## src/rtl/gather2d_engine.sv

```systemverilog
// Block-structured 2D gather: index RAM lookup, lane-parallel source read,
// pipelined multi-channel scratchpad write.
module gather2d_engine #(
  parameter int DATA_W = 32,
  parameter int IDX_W  = 16,
  parameter int D_W    = 16,
  parameter int ADDR_W = 16,
  parameter int NUM_CH = 2
) (
  input  logic                     clk,
  input  logic                     rstn,
  input  logic                     start,
  input  logic                     abort,
  input  logic [IDX_W-1:0]         s_tokens,
  input  logic [D_W-1:0]           head_dim_d,
  input  logic [IDX_W-1:0]         num_blocks,
  input  logic [NUM_CH-1:0]        ch_en,
  output logic [IDX_W-1:0]         idx_rd_addr,
  input  logic [IDX_W-1:0]         idx_rd_data,
  output logic                     src_rd_en,
  output logic [ADDR_W-1:0]        src_rd_addr,
  input  logic [NUM_CH*DATA_W-1:0] src_rd_data,
  output logic [NUM_CH-1:0]        wr_en,
  output logic [ADDR_W-1:0]        wr_addr,
  output logic [NUM_CH*DATA_W-1:0] wr_data,
  output logic                     busy,
  output logic                     done,
  output logic                     err_oob
);

  typedef enum logic [2:0] {
    S_IDLE,
    S_IDX,
    S_LATCH,
    S_STREAM,
    S_DRAIN,
    S_DONE
  } state_t;

  state_t state_q, state_d;

  logic [IDX_W-1:0]  tok_q;
  logic [IDX_W-1:0]  nblk_q;
  logic [IDX_W-1:0]  tok_cnt;
  logic [IDX_W-1:0]  idx_q;
  logic [D_W-1:0]    dim_q;
  logic [D_W-1:0]    d_cnt;
  logic [NUM_CH-1:0] ch_en_q;
  logic              oob_q;
  logic              err_q;
  logic              wr_valid_q;
  logic              wr_oob_q;
  logic [ADDR_W-1:0] wr_addr_q;

  logic              zero_cfg;
  logic              last_d;
  logic              more_tok;
  logic              idx_oob;
  logic              kill;
  logic [ADDR_W-1:0] src_addr;
  logic [ADDR_W-1:0] dst_addr;

  assign zero_cfg = (s_tokens == '0) || (head_dim_d == '0);
  assign last_d   = d_cnt == (dim_q - D_W'(1));
  assign more_tok = ({1'b0, tok_cnt} + (IDX_W+1)'(1))
                    < {1'b0, tok_q};
  assign idx_oob  = idx_rd_data >= nblk_q;
  assign busy     = (state_q == S_IDX) || (state_q == S_LATCH)
                 || (state_q == S_STREAM) || (state_q == S_DRAIN);
  assign kill     = abort && busy;

  // Mod-2^ADDR_W arithmetic gives the truncated full-width result.
  assign src_addr = ADDR_W'(idx_q) * ADDR_W'(dim_q)
                  + ADDR_W'(d_cnt);
  assign dst_addr = ADDR_W'(tok_cnt) * ADDR_W'(dim_q)
                  + ADDR_W'(d_cnt);

  assign idx_rd_addr = tok_cnt;
  assign src_rd_en   = (state_q == S_STREAM) && !oob_q;
  assign src_rd_addr = (state_q == S_STREAM) ? src_addr : '0;
  assign wr_en       = {NUM_CH{wr_valid_q}} & ch_en_q;
  assign wr_addr     = wr_addr_q;
  assign wr_data     = (wr_valid_q && !wr_oob_q) ? src_rd_data : '0;
  assign done        = state_q == S_DONE;
  assign err_oob     = err_q;

  always_ff @(posedge clk or negedge rstn) begin
    if (!rstn) state_q <= S_IDLE;
    else       state_q <= state_d;
  end

  always_comb begin
    state_d = state_q;
    unique case (state_q)
      S_IDLE: begin
        if (start) state_d = zero_cfg ? S_DONE : S_IDX;
      end
      S_IDX:   state_d = S_LATCH;
      S_LATCH: state_d = S_STREAM;
      S_STREAM: begin
        if (last_d) state_d = more_tok ? S_IDX : S_DRAIN;
      end
      S_DRAIN: state_d = S_DONE;
      S_DONE:  state_d = S_IDLE;
      default: state_d = S_IDLE;
    endcase
    if (kill) state_d = S_IDLE;
  end

  always_ff @(posedge clk or negedge rstn) begin
    if (!rstn) begin
      tok_q      <= '0;
      nblk_q     <= '0;
      tok_cnt    <= '0;
      idx_q      <= '0;
      dim_q      <= '0;
      d_cnt      <= '0;
      ch_en_q    <= '0;
      oob_q      <= 1'b0;
      err_q      <= 1'b0;
      wr_valid_q <= 1'b0;
      wr_oob_q   <= 1'b0;
      wr_addr_q  <= '0;
    end else begin
      wr_valid_q <= 1'b0;
      if (!kill) begin
        unique case (state_q)
          S_IDLE: begin
            if (start) begin
              tok_q   <= s_tokens;
              dim_q   <= head_dim_d;
              nblk_q  <= num_blocks;
              ch_en_q <= ch_en;
              tok_cnt <= '0;
              d_cnt   <= '0;
              if (!zero_cfg) err_q <= 1'b0;
            end
          end
          S_LATCH: begin
            idx_q <= idx_rd_data;
            oob_q <= idx_oob;
            if (idx_oob) err_q <= 1'b1;
          end
          S_STREAM: begin
            wr_valid_q <= 1'b1;
            wr_addr_q  <= dst_addr;
            wr_oob_q   <= oob_q;
            if (last_d) begin
              d_cnt <= '0;
              if (more_tok) tok_cnt <= tok_cnt + IDX_W'(1);
            end else begin
              d_cnt <= d_cnt + D_W'(1);
            end
          end
          default: ;
        endcase
      end
    end
  end

endmodule

```

## config.mk

```make
export PLATFORM = sky130hd
export DESIGN_NAME = gather2d_engine
export DESIGN_NICKNAME = d
export VERILOG_FILES = /design/src/rtl/gather2d_engine.sv
export SDC_FILE = /design/constraint.sdc
export NUM_CORES = 1
export LEC_CHECK = 0
export ABC_AREA = 1
export CORE_ASPECT_RATIO = 1.4
export CORE_MARGIN = 1
export CORE_UTILIZATION = 40
export DETAILED_ROUTE_END_ITERATION = 8
export PLACE_DENSITY = 0.73
export SYNTH_ARGS = -nofsm -noshare
export SYNTH_HDL_FRONTEND = slang
export SYNTH_SLANG_ARGS = --single-unit
```

## constraint.sdc

```tcl
create_clock -name clk -period 5.6 [get_ports clk]
set_input_delay 0.56 -clock clk [delete_from_list [all_inputs] [get_ports clk]]
set_output_delay 0.56 -clock clk [all_outputs]
set_load 0.01 [all_outputs]
```

# After elaboration in Yosys (flattened, before gate mapping)
# Cells that the tools add are included.
dict set report word_totals {
  out_inout_bits 118
  inputBits 134
  wordCells 79
  regBits 121
}
dict set report op_classes {
  add_sub_neg 6
  magnitude_cmp 2
  multipliers 2
  mux 20
  reduce_logical 21
  bitwise_logic 2
  n_eq_ne 13
}
# operator n
set ops {}
lappend ops {{2-to-1 mux 16 bit} 5}
lappend ops {{2-to-1 mux 64 bit} 1}
lappend ops {{case mux 16 bit (2 select lines)} 2}
lappend ops {{adder 16 x 1 -> 16 bit (second input constant)} 2}
lappend ops {{adder 16 bit} 2}
lappend ops {{zero test 16 bit} 2}
lappend ops {{multiplier 16 x 16 -> 16 bit} 2}
lappend ops {{adder 16 x 1 -> 17 bit (second input constant)} 1}
lappend ops {{< comparator 17 x 16 -> 1 bit} 1}
lappend ops {{== test 16 bit} 1}
lappend ops {{>= comparator 16 bit} 1}
lappend ops {{subtractor 16 x 1 -> 16 bit (second input constant)} 1}
lappend ops {{2-to-1 mux 3 bit} 5}
lappend ops {{case mux 3 bit (5 select lines)} 1}
lappend ops {{inequality test 2 bit (second input constant)} 5}
lappend ops {{AND reduction 5 bit} 2}
lappend ops {{== test 3 x 2 -> 1 bit (second input constant)} 2}
lappend ops {{== test 3 bit (second input constant)} 2}
lappend ops {{inequality test 3 bit (second input constant)} 2}
lappend ops {{AND reduction 2 bit} 3}
lappend ops {{AND reduction 3 bit} 2}
lappend ops {{2-to-1 mux 1 bit} 5}
lappend ops {{logical OR 1 bit} 4}
lappend ops {{nonzero test 2 bit} 2}
lappend ops {{7 further kinds} 10}

# Depth between registers and ports, before layout
# Gate-level depths: netlist of the first run.
dict set report depth {
  ltp_word 7
  depth_mapped 29
  ltp_nobuf 26
}

# Worst setup path before layout of the first run
# OpenSTA, ideal clock, no wires.
dict set report synth_timing {
  path_kind {reg-to-output}
  from {reg dim_q[6]}
  to {out src_rd_addr[14]}
  arrival_time_ps 5430
  path_buffers 2
  t_required_ps 5040
  setup_slack_ps -390
  stages_incl_launch_ff 26
  path_cell_list {dfrtp_1 > clkbuf_1 > clkbuf_1 > nand2_1 > inv_1 > fa_1 > inv_1 > fa_1 > fa_1 > fa_1 > inv_1 > fa_1 > inv_1 > fa_1 > inv_1 > ha_1 > nand2_1 > nor3_1 > nand3_1 > nand3_1 > nand2_1 > inv_1 > o21ai_0 > nand2_1 > o21ai_0 > a21oi_1}
}
dict set report synth_via {
  elab_chain_len 3
}
# element line
set synth_rtl {}
lappend synth_rtl {{start, declared} 46} ;# logic [D_W-1:0] dim_q;
lappend synth_rtl {{start signal, assigned} 131} ;# dim_q <= head_dim_d;
lappend synth_rtl {{multiplier 16 x 16 -> 16 bit} 73} ;# assign src_addr = ADDR_W'(idx_q) * ADDR_W'(dim_q)
lappend synth_rtl {{adder 16 bit} 74} ;# + ADDR_W'(d_cnt);
lappend synth_rtl {{2-to-1 mux 16 bit} 80} ;# assign src_rd_addr = (state_q == S_STREAM) ? src_addr : '0;
lappend synth_rtl {{end, declared} 21} ;# output logic [ADDR_W-1:0] src_rd_addr,
# Every way passes these cells.

# Final worst setup path of the first run
dict set report layout_timing {
  from {reg idx_q[6]}
  to {out src_rd_addr[15]}
}
dict set report layout_via {
  elab_chain_len 3
}
# element line
set layout_rtl {}
lappend layout_rtl {{start, declared} 45} ;# logic [IDX_W-1:0] idx_q;
lappend layout_rtl {{start signal, assigned} 140} ;# idx_q <= idx_rd_data;
lappend layout_rtl {{multiplier 16 x 16 -> 16 bit} 73}
lappend layout_rtl {{adder 16 bit} 74}
lappend layout_rtl {{2-to-1 mux 16 bit} 80}
# Every way passes these cells.

==> results.toml, run 1 <==
[outcome]
outcome = "complete, but fails checks"
violations = "negative setup slack"

[timing]
layout_setup_ws_ns = -0.494
slew_viol_final = 0
setup_violations = 6
tightestPinTransition_ns = 1.06
rsz0062_at_grt = "true"
fmax_mhz = 164
period_needed_ns = 6.09
hold_viol_final = 0
final.setup_skew_ns = 0.00955
slew_headroom_pct = 29.2
period_share_pct = 109

[critical_path]
endpoint_kind = "output pin"
required_ns = 5.04
regToRegStartpoint = "dim_q[5]"
worst_r2r_endpoint = "wr_addr[15]"
reg2reg_depth = 26
worstPathMaxFanout = 7
rrSetupSlack_ns = 0.04
cp.arrival_ns = 5.53
startpoint_type = "flop"
crit_type = "flop to output pin"

[synthesis]
synth_common_cells = "636 x nand2_1, 628 x inv_1, 188 x fa_1"
yosysSeqAreaShare_pct = 18.0
avgSynthCellArea_sq_um = 7.12
netlist.area_leader.share_pct = 22.3
synth_warnings = 0
async_flop_share_pct = 100
ys_types = 46
synth.largest_area_cell = "fa_1"
synth_cells = 2367
ys.flop_type = "dfrtp_1"
syn-cell-area_sq_um = 16900
synth.most_common_cell = "nand2_1"
ys_top_cells_by_area = "fa_1 22%, dfrtp_1 18%, nand2_1 14%, inv_1 14%, ha_1 10%"
syn_nets = 2827
synth_edf_count = 0
ys_ff_latch = 121

[flow_run]
max_cap_violations = 0

[floorplanning]
dieArea_sq_um = 43000
start_util_pct = 40.7
die_height_microns = 245
fp-row-count = 88
io_pins = 252
core_sq_um = 41400
die_w_microns = 176

[global_route]
antenna_found_initial = 0
grt_first_pass_wirelength_mm = 79.5
grt_use_total_pct = 23.5
first_global_vias = 16400
grt-ovfl-total = 0
grt_max_degree = 81

[clocking]
clockBufferDepth = 2
numCtsBuffers = 17
h-tree-depth = 4
clock_latency_ns = 0.44
tritoncts = "built"
numClockSinks = 121
clk_pin_slew_ns = 0.06
cts_root_buffer = "clkbuf_16"
cts_hold_buf = 0

[layout]
fillers = 3873
synthToLayoutAreaGrowth_pct = 30.4
drive_gt1_share_pct = 12.7
finalNonFillerCells = 3242
antenna_cells = 0
num-nets-final = 3149

[placed_design]
place_ws_ns = -0.596
hpwl_mm = 39.7
place.gp.congestion = 0.928
placedCellCount = 3192
io_buffers = 251

[routing]
wl_per_cell_microns = 15.3
dr_total_vias = 15900
route.detailed.drc = 0
dr.pass1.iters = 5
vias_per_cell = 4.89
drt_iter0_drc = 642
top_layer = "met4"
routed_wl_mm = 49.6
met3_length_mm = 2.50
drtAntennaViolNets = 0
met2_length_mm = 26.0
wl_met1_mm = 18.3

[min_path]
hold_path.class = "input port to asynchronous set/reset pin"
-- worst max-delay path: stages (launching register included) --
cell	delay, ns
dfrtp_1	0.42
buf_4	0.21
nand2_1	0.09
fa_1	0.46
fa_1	0.55
inv_1	0.06
fa_1	0.54
fa_1	0.52
inv_1	0.05
fa_1	0.45
fa_2	0.59
inv_2	0.06
ha_4	0.28
nand4_1	0.11
nand3b_1	0.18
o211ai_1	0.16
nand3_1	0.11
nand2_1	0.09
nor2_2	0.04
buf_2	0.13
-- flip-flops by register name, summed over array words and instances, names as in the netlist --
name / count
nblk_q: 16
wr_addr: 16
wr_oob_q: 1
err_oob: 1
d_cnt: 16
ch_en_q: 2
dim_q: 16
state_q: 3
tok_q: 16
oob_q: 1
idx_q: 16
wr_valid_q: 1
idx_rd_addr: 16
-- worst max-delay path by stage --
stage / startpoint / end / slack [ns] / cells after the start
CTS: dim_q[5] / src_rd_addr[14] / -0.55 / 25
global placement: dim_q[3] / src_rd_addr[15] / -0.50 / 22
detailed placement: dim_q[2] / src_rd_addr[15] / -0.60 / 22
floorplan: dim_q[4] / src_rd_addr[15] / 0.02 / 22
global route: idx_q[6] / src_rd_addr[15] / -0.72 / 19
finish: idx_q[6] / src_rd_addr[15] / -0.49 / 19
-- metrics by stage --
stage	utilization (%)	setup TNS, ns	hold slack (ns)	area [sq um]
2_1_floorplan	-	0	0.264	17000
3_3_place_gp	50.0	-3.07	0.463	20700
3_5_place_dp	50.0	-3.98	0.462	20700
4_1_cts	52.4	-2.02	0.115	21700
5_1_grt	53.1	-3.54	0.142	22000
6_report	53.1	-1.81	0.0978	22000
-- kinds of logic after synthesis --
group | count (synthesis) | synth area share, %
AOI/OAI and AO/OA | 161 | 5.06
DFF | 121 | 18.0
adders and majority gates | 326 | 32.6
buffers and inverters | 736 | 16.9
xor gates and xnor gates | 73 | 3.79
muxes | 3 | 0.200
and+or+nand+nor | 947 | 23.6
-- routing by layer --
| layer | global-route usage (%) | up-vias |
|---|---|---|
| li1 | - | 7578 |
| met1 | 25.1 | 7608 |
| met2 | 44.3 | 530 |
| met3 | 2.59 | 139 |
| met4 | 13.4 | 0 |
| met5 | 0 | - |
-- timing repair --
action	4_1_cts	5_1_grt
resized for setup	110	68
buffers inserted	10	7
endpoints found under the setup margin	16	15
pin swaps	58	42
cloned	1	1
-- cell usage in the layout, fill, tap and decap left out, drive strengths merged, types with 49 or more instances in the layout --
| cell | instances |
|---|---|
| nand2 | 640 |
| inv | 636 |
| clkdlybuf4s50 | 238 |
| fa | 188 |
| nor2 | 161 |
| buf | 158 |
| ha | 138 |
| dfrtp | 121 |
| a21oi | 81 |
| nand3 | 71 |
| o21ai | 59 |
| xor2 | 49 |
-- layout make-up --
class	instances	area, sq um	share of cell area (%)
repair buffers	402	3770	17.1
well taps	540	676	3.07
flip-flops and latches	121	3040	13.8
clock inverters	14	244	1.11
clock buffers	18	439	2.00
multi-input cells	1510	11400	51.9
inverters	637	2400	10.9
Power of run 1 is left out: the tool's default activity adds up to more than one toggle a clock period on the data nets, which glitch-free logic cannot reach.
==> inputs of run 2 (changes only) <==
--- a/config.mk
+++ b/config.mk
@@ -9,8 +9,10 @@
 export CORE_ASPECT_RATIO = 1.4
 export CORE_MARGIN = 1
 export CORE_UTILIZATION = 40
+export CTS_CLUSTER_SIZE = 14
 export DETAILED_ROUTE_END_ITERATION = 8
-export PLACE_DENSITY = 0.73
+export DONT_BUFFER_PORTS = 1
+export PLACE_DENSITY = 0.63
 export SYNTH_ARGS = -nofsm -noshare
 export SYNTH_HDL_FRONTEND = slang
 export SYNTH_SLANG_ARGS = --single-unit
==> constraint.sdc (replaced) <==
create_clock -name clk -period 7.5 [get_ports clk]
set_input_delay 0.75 -clock clk [delete_from_list [all_inputs] [get_ports clk]]
set_output_delay 0.75 -clock clk [all_outputs]
set_load 0.01 [all_outputs]
==> run 2 against run 1 <==
Against the previous run:
- the run now ends clean
- utilization decreased by 10 points
- count of clock-buffer cells in the layout increased by 5
- global-route usage fell by 1.7 points
- design area fell by 19%
- final cell count shrank 12%
- first-iteration DRC count increased by 7.6%
==> results.toml, run 2 (synthesis gave the netlist of run 1 again) <==
[pwr]
p_per_area_nw_per_um2 = 515
p_leak_nw = 10.4
vdd_drop_max_mv = 0.675

[global_route]
grt_first_pass_wirelength_mm = 72.9
grt-ovfl-total = 0
grt_max_degree = 104
grt_use_total_pct = 21.7
use_met2_pct = 40.9
antenna_found_initial = 0
first_global_vias = 14200
grtUsageMet1_pct = 24.6
busiest_layer = "met2"
met3_usage_pct = 2.97

[layout]
num-nets-final = 2766
layout_common_cells = "634 x nand2_1, 628 x inv_1, 188 x fa_1"
synthToLayoutAreaGrowth_pct = 5.66
final_common_cell = "nand2_1"
drive_gt1_share_pct = 3.58
regArea_sq_um = 3030
multi_input_area_sq_um = 11000
antenna_cells = 0
fillers = 4274

[critical_path]
worst_r2r_endpoint = "wr_addr[15]"
slowest_delay_ns = 0.77
regToRegStartpoint = "dim_q[1]"
endpoint_kind = "output pin"
worstPathMaxFanout = 21
rrSetupSlack_ns = 1.57
startpoint_type = "flop"
cp_num_buf_inv = 4
required_ns = 6.75
crit_family = "adder cells"
cp.depth = 21
critPathSlowestCell = "dfrtp_1"
cp-startpoint = "dim_q[1]"
cp.arrival_ns = 6.08
crit_type = "flop to output pin"
reg2reg_depth = 19
endpoint = "src_rd_addr[13]"
path_cells = "buf_4 > nand2_1 > fa_1 > fa_1 > fa_1 > inv_1 > ha_1 > fa_1 > inv_1 > fa_1 > inv_1 > ha_1 > nand2_1 > nor2_1 > a211oi_1 > nand2_1 > a21oi_1 > o21bai_1 > nand2_1 > nand2_1 > nor2_1"

[timing]
rsz0062_at_grt = "false"
layout_setup_ws_ns = 0.669
slew_viol_final = 0
setup_violations = 0
period_needed_ns = 6.83
slew_headroom_pct = 27.6
period_share_pct = 91.1
hold_viol_final = 0
final.setup_skew_ns = 0.00711
tightestPinTransition_ns = 1.09
fin_setup_tns_ns = 0
fmax_mhz = 146

[clocking]
postCtsSetupRepairBufs = 0
numCtsBuffers = 17
clk_pin_slew_ns = 0.05
numClockSinks = 121
cts_root_buffer = "clkbuf_16"
cts_resized = 0
clock_latency_ns = 0.43
h-tree-depth = 4
tritoncts = "built"
clockBufferDepth = 2

[floorplanning]
fp-row-count = 88
dieArea_sq_um = 43000
die_height_microns = 245
die_w_microns = 176
core_sq_um = 41400
start_util_pct = 40.7
io_pins = 252

[routing]
drtAntennaViolNets = 0
routed_wl_mm = 45.2
route.detailed.drc = 0
dr_total_vias = 13900
vias_per_cell = 4.86
dr.pass1.iters = 5
wl_per_cell_microns = 15.8
drt_iter0_drc = 691

[placed_design]
place_ws_ns = 1.04
hpwl_mm = 36.6
io_buffers = 0
place.gp.congestion = 0.890

[outcome]
outcome = "completed"

[flow_run]
max_cap_violations = 0

[min_path]
hold_path.class = "input port to asynchronous set/reset pin"
-- run 2: per-layer routing --
| layer | vias up | share of wire (%) |
|---|---|---|
| met1 | 6570 | 39 |
| met5 | - | 0 |
| li1 | 6811 | - |
| met4 | 0 | 3.0 |
| met3 | 66 | 5.4 |
| met2 | 450 | 53 |
-- run 2: where the power goes --
| part | internal, mW | switching [mW] |
|---|---|---|
| registers | 0.875 | 0.414 |
| clock network | 0.528 | 0.309 |
| logic | 2.61 | 4.43 |
| total | 4.02 | 5.15 |
-- run 2: timing repair --
item                                    4_1_cts  5_1_grt
endpoints found under the hold margin        19        0
endpoints found under the setup margin        0        0
hold buffers                                  1        0
-- run 2: metrics by stage --
step	area, sq um	utilization (%)	std cells	total power [mW]	hold slack, ns
floorplan	16900	-	2367	6.73	0.453
global placement	17200	41.6	2826	8.21	0.457
detailed placement	17200	41.6	2826	8.42	0.456
CTS	17800	43.0	2859	9.32	0.00718
global route	17800	43.0	2859	10.4	0.0179
finish	17800	43.0	2859	9.17	0.0283
-- run 2: worst min path at each step --
| stage | end | from | cells after the start |
|---|---|---|---|
| global route | nblk_q[8] | rstn | 0 |
| floorplan | ch_en_q[0] | rstn | 0 |
| finish | nblk_q[8] | rstn | 0 |
| CTS | d_cnt[12] | rstn | 0 |
| global placement | nblk_q[2] | rstn | 0 |
| detailed placement | nblk_q[3] | rstn | 0 |
-- run 2: final cells by class --
class / count / share of cell area, %
inverter: 637 / 13.4
clock inverter: 9 / 0.688
multi-input combinational: 1510 / 61.7
timing repair buffer: 19 / 0.815
clock buffer: 23 / 2.57
tap: 540 / 3.79
sequential: 121 / 17.0
Note: power is estimated with default switching activity, not from simulation.
==> inputs of run 3 (changes only) <==
--- a/config.mk
+++ b/config.mk
@@ -6,6 +6,7 @@
 export NUM_CORES = 1
 export LEC_CHECK = 0
 export ABC_AREA = 1
+export CAP_MARGIN = 20
 export CORE_ASPECT_RATIO = 1.4
 export CORE_MARGIN = 1
 export CORE_UTILIZATION = 40
==> run 3 against run 2 <==
Against the previous run:
- critical endpoint unchanged
- worst hold slack about the same
- total power about the same
- critical path depth unchanged
==> results.toml, run 3 (synthesis gave the netlist of run 1 again) <==
[placed_design]
place.gp.congestion = 0.890
hpwl_mm = 36.6
io_buffers = 0

[timing]
tightestPinTransition_ns = 0.951
fin_setup_tns_ns = 0
rsz0062_at_grt = "false"
period_share_pct = 91.1
period_needed_ns = 6.83
fmax_mhz = 146
hold_viol_final = 0
slew_viol_final = 0
setup_violations = 0
final.setup_skew_ns = 0.00988
slew_headroom_pct = 36.4

[clocking]
numClockSinks = 121
tritoncts = "built"
postCtsSetupRepairBufs = 0
numCtsBuffers = 17
clock_latency_ns = 0.43
clk_pin_slew_ns = 0.05
clockBufferDepth = 2
cts_root_buffer = "clkbuf_16"
h-tree-depth = 4

[pwr]
p_sw_share_pct = 56.1
p_comb_share_pct = 76.8
p_per_area_nw_per_um2 = 513
clkPwrFrac_pct = 9.1
vdd_drop_max_mv = 0.677
internal_power_mw = 4.03
p_leak_nw = 10.4
p_seq_share_pct = 14.0
p_sw_mw = 5.14

[critical_path]
startpoint_type = "flop"
regToRegStartpoint = "dim_q[1]"
required_ns = 6.75
reg2reg_depth = 19
rrSetupSlack_ns = 1.59
crit_type = "flop to output pin"
endpoint_kind = "output pin"
worstPathMaxFanout = 21
worst_r2r_endpoint = "wr_addr[15]"
cp.arrival_ns = 6.08

[outcome]
outcome = "completed"

[global_route]
grt-ovfl-total = 0
grt_use_total_pct = 21.7
grt_first_pass_wirelength_mm = 72.9
antenna_found_initial = 0
met3_usage_pct = 2.97
use_met2_pct = 40.9
first_global_vias = 14200
busiest_layer = "met2"
grtUsageMet1_pct = 24.6
grt_max_degree = 104

[floorplanning]
start_util_pct = 40.7
fp-row-count = 88
io_pins = 252
dieArea_sq_um = 43000
die_height_microns = 245
die_w_microns = 176
core_sq_um = 41400

[layout]
num-nets-final = 2768
finish.utilization_pct = 43.1
regArea_sq_um = 3030
final_common_cell = "nand2_1"
layout_common_cells = "634 x nand2_1, 628 x inv_1, 188 x fa_1"
synthToLayoutAreaGrowth_pct = 5.94
multi_input_area_sq_um = 11000
fillers = 4269
antenna_cells = 0
drive_gt1_share_pct = 3.66

[routing]
dr.pass1.iters = 5
dr_total_vias = 13900
routed_wl_mm = 45.2
route.detailed.drc = 0
drt_iter0_drc = 732
wl_per_cell_microns = 15.8
vias_per_cell = 4.87
drtAntennaViolNets = 0

[min_path]
hold_path.class = "input port to asynchronous set/reset pin"

[flow_run]
max_cap_violations = 0
run 3: changes by cell type in the layout (fill, tap and decap cells not counted), sizes merged:
cell / before / now
buf: 18 / 20
run 3: power groups by stage:
stage               registers [mW]  logic [mW]  clock network [mW]
floorplan                     1.02        5.72                   0
global placement              1.29        6.92                   0
finish                        1.29        7.05               0.837
global route                  1.33        8.24               0.876
detailed placement            1.30        7.11                   0
CTS                           1.29        7.18               0.852
run 3: worst max path at each step:
stage,from,endpoint,slack [ns],cells past startpoint
after detailed placement,dim_q[1],src_rd_addr[14],1.04,22
after global placement,dim_q[1],src_rd_addr[13],1.14,21
after CTS,dim_q[1],src_rd_addr[14],0.56,22
final,dim_q[1],src_rd_addr[13],0.67,21
after floorplan,dim_q[6],src_rd_addr[14],1.32,25
after global routing,dim_q[1],src_rd_addr[14],0.29,22
run 3: critical path: stages (launching register included):
cell and delay [ns]:
dfrtp_1 0.77, buf_4 0.40, nand2_1 0.12, fa_1 0.46, fa_1 0.40, fa_1 0.49, inv_1 0.04, ha_1 0.31
fa_1 0.53, inv_1 0.05, fa_1 0.53, inv_1 0.04, ha_1 0.34, nand2_1 0.12, nor2_1 0.06, a211oi_1 0.26
nand2_1 0.14, a21oi_1 0.16, o21bai_1 0.10, nand2_1 0.06, nand2_1 0.04, nor2_1 0.22
run 3: timing repair:
action,in CTS,in global routing
hold buffers,1,0
hold endpoints to repair,19,0
resized for setup,0,0
run 3: through the flow:
step           setup slack [ns]  instance area, sq um  hold WS [ns]  total power, mW  instances
6_report                  0.670                 17900        0.0285             9.17       2861
5_1_grt                   0.294                 17900        0.0179             10.4       2861
4_1_cts                   0.560                 17800       0.00718             9.32       2859
3_5_place_dp               1.04                 17200         0.456             8.42       2826
3_3_place_gp               1.14                 17200         0.457             8.21       2826
2_1_floorplan              1.32                 16900         0.453             6.73       2367
run 3: layer usage:
layer	share of wire (%)	up-vias	wire (microns)
met5	0	-	0
met4	3.1	0	1400
met1	39	6621	17800
met3	5.0	67	2240
met2	53	422	23700
li1	-	6817	-
run 3: area by class of cell:
type                            instances  share of cell area (%)
Clock buffer                           23                    2.56
Inverter                              637                    13.4
Sequential cell                       121                    17.0
Timing Repair Buffer                   21                    1.08
Multi-Input combinational cell       1510                    61.5
Tap cell                              540                    3.78
Clock inverter                          9                   0.687
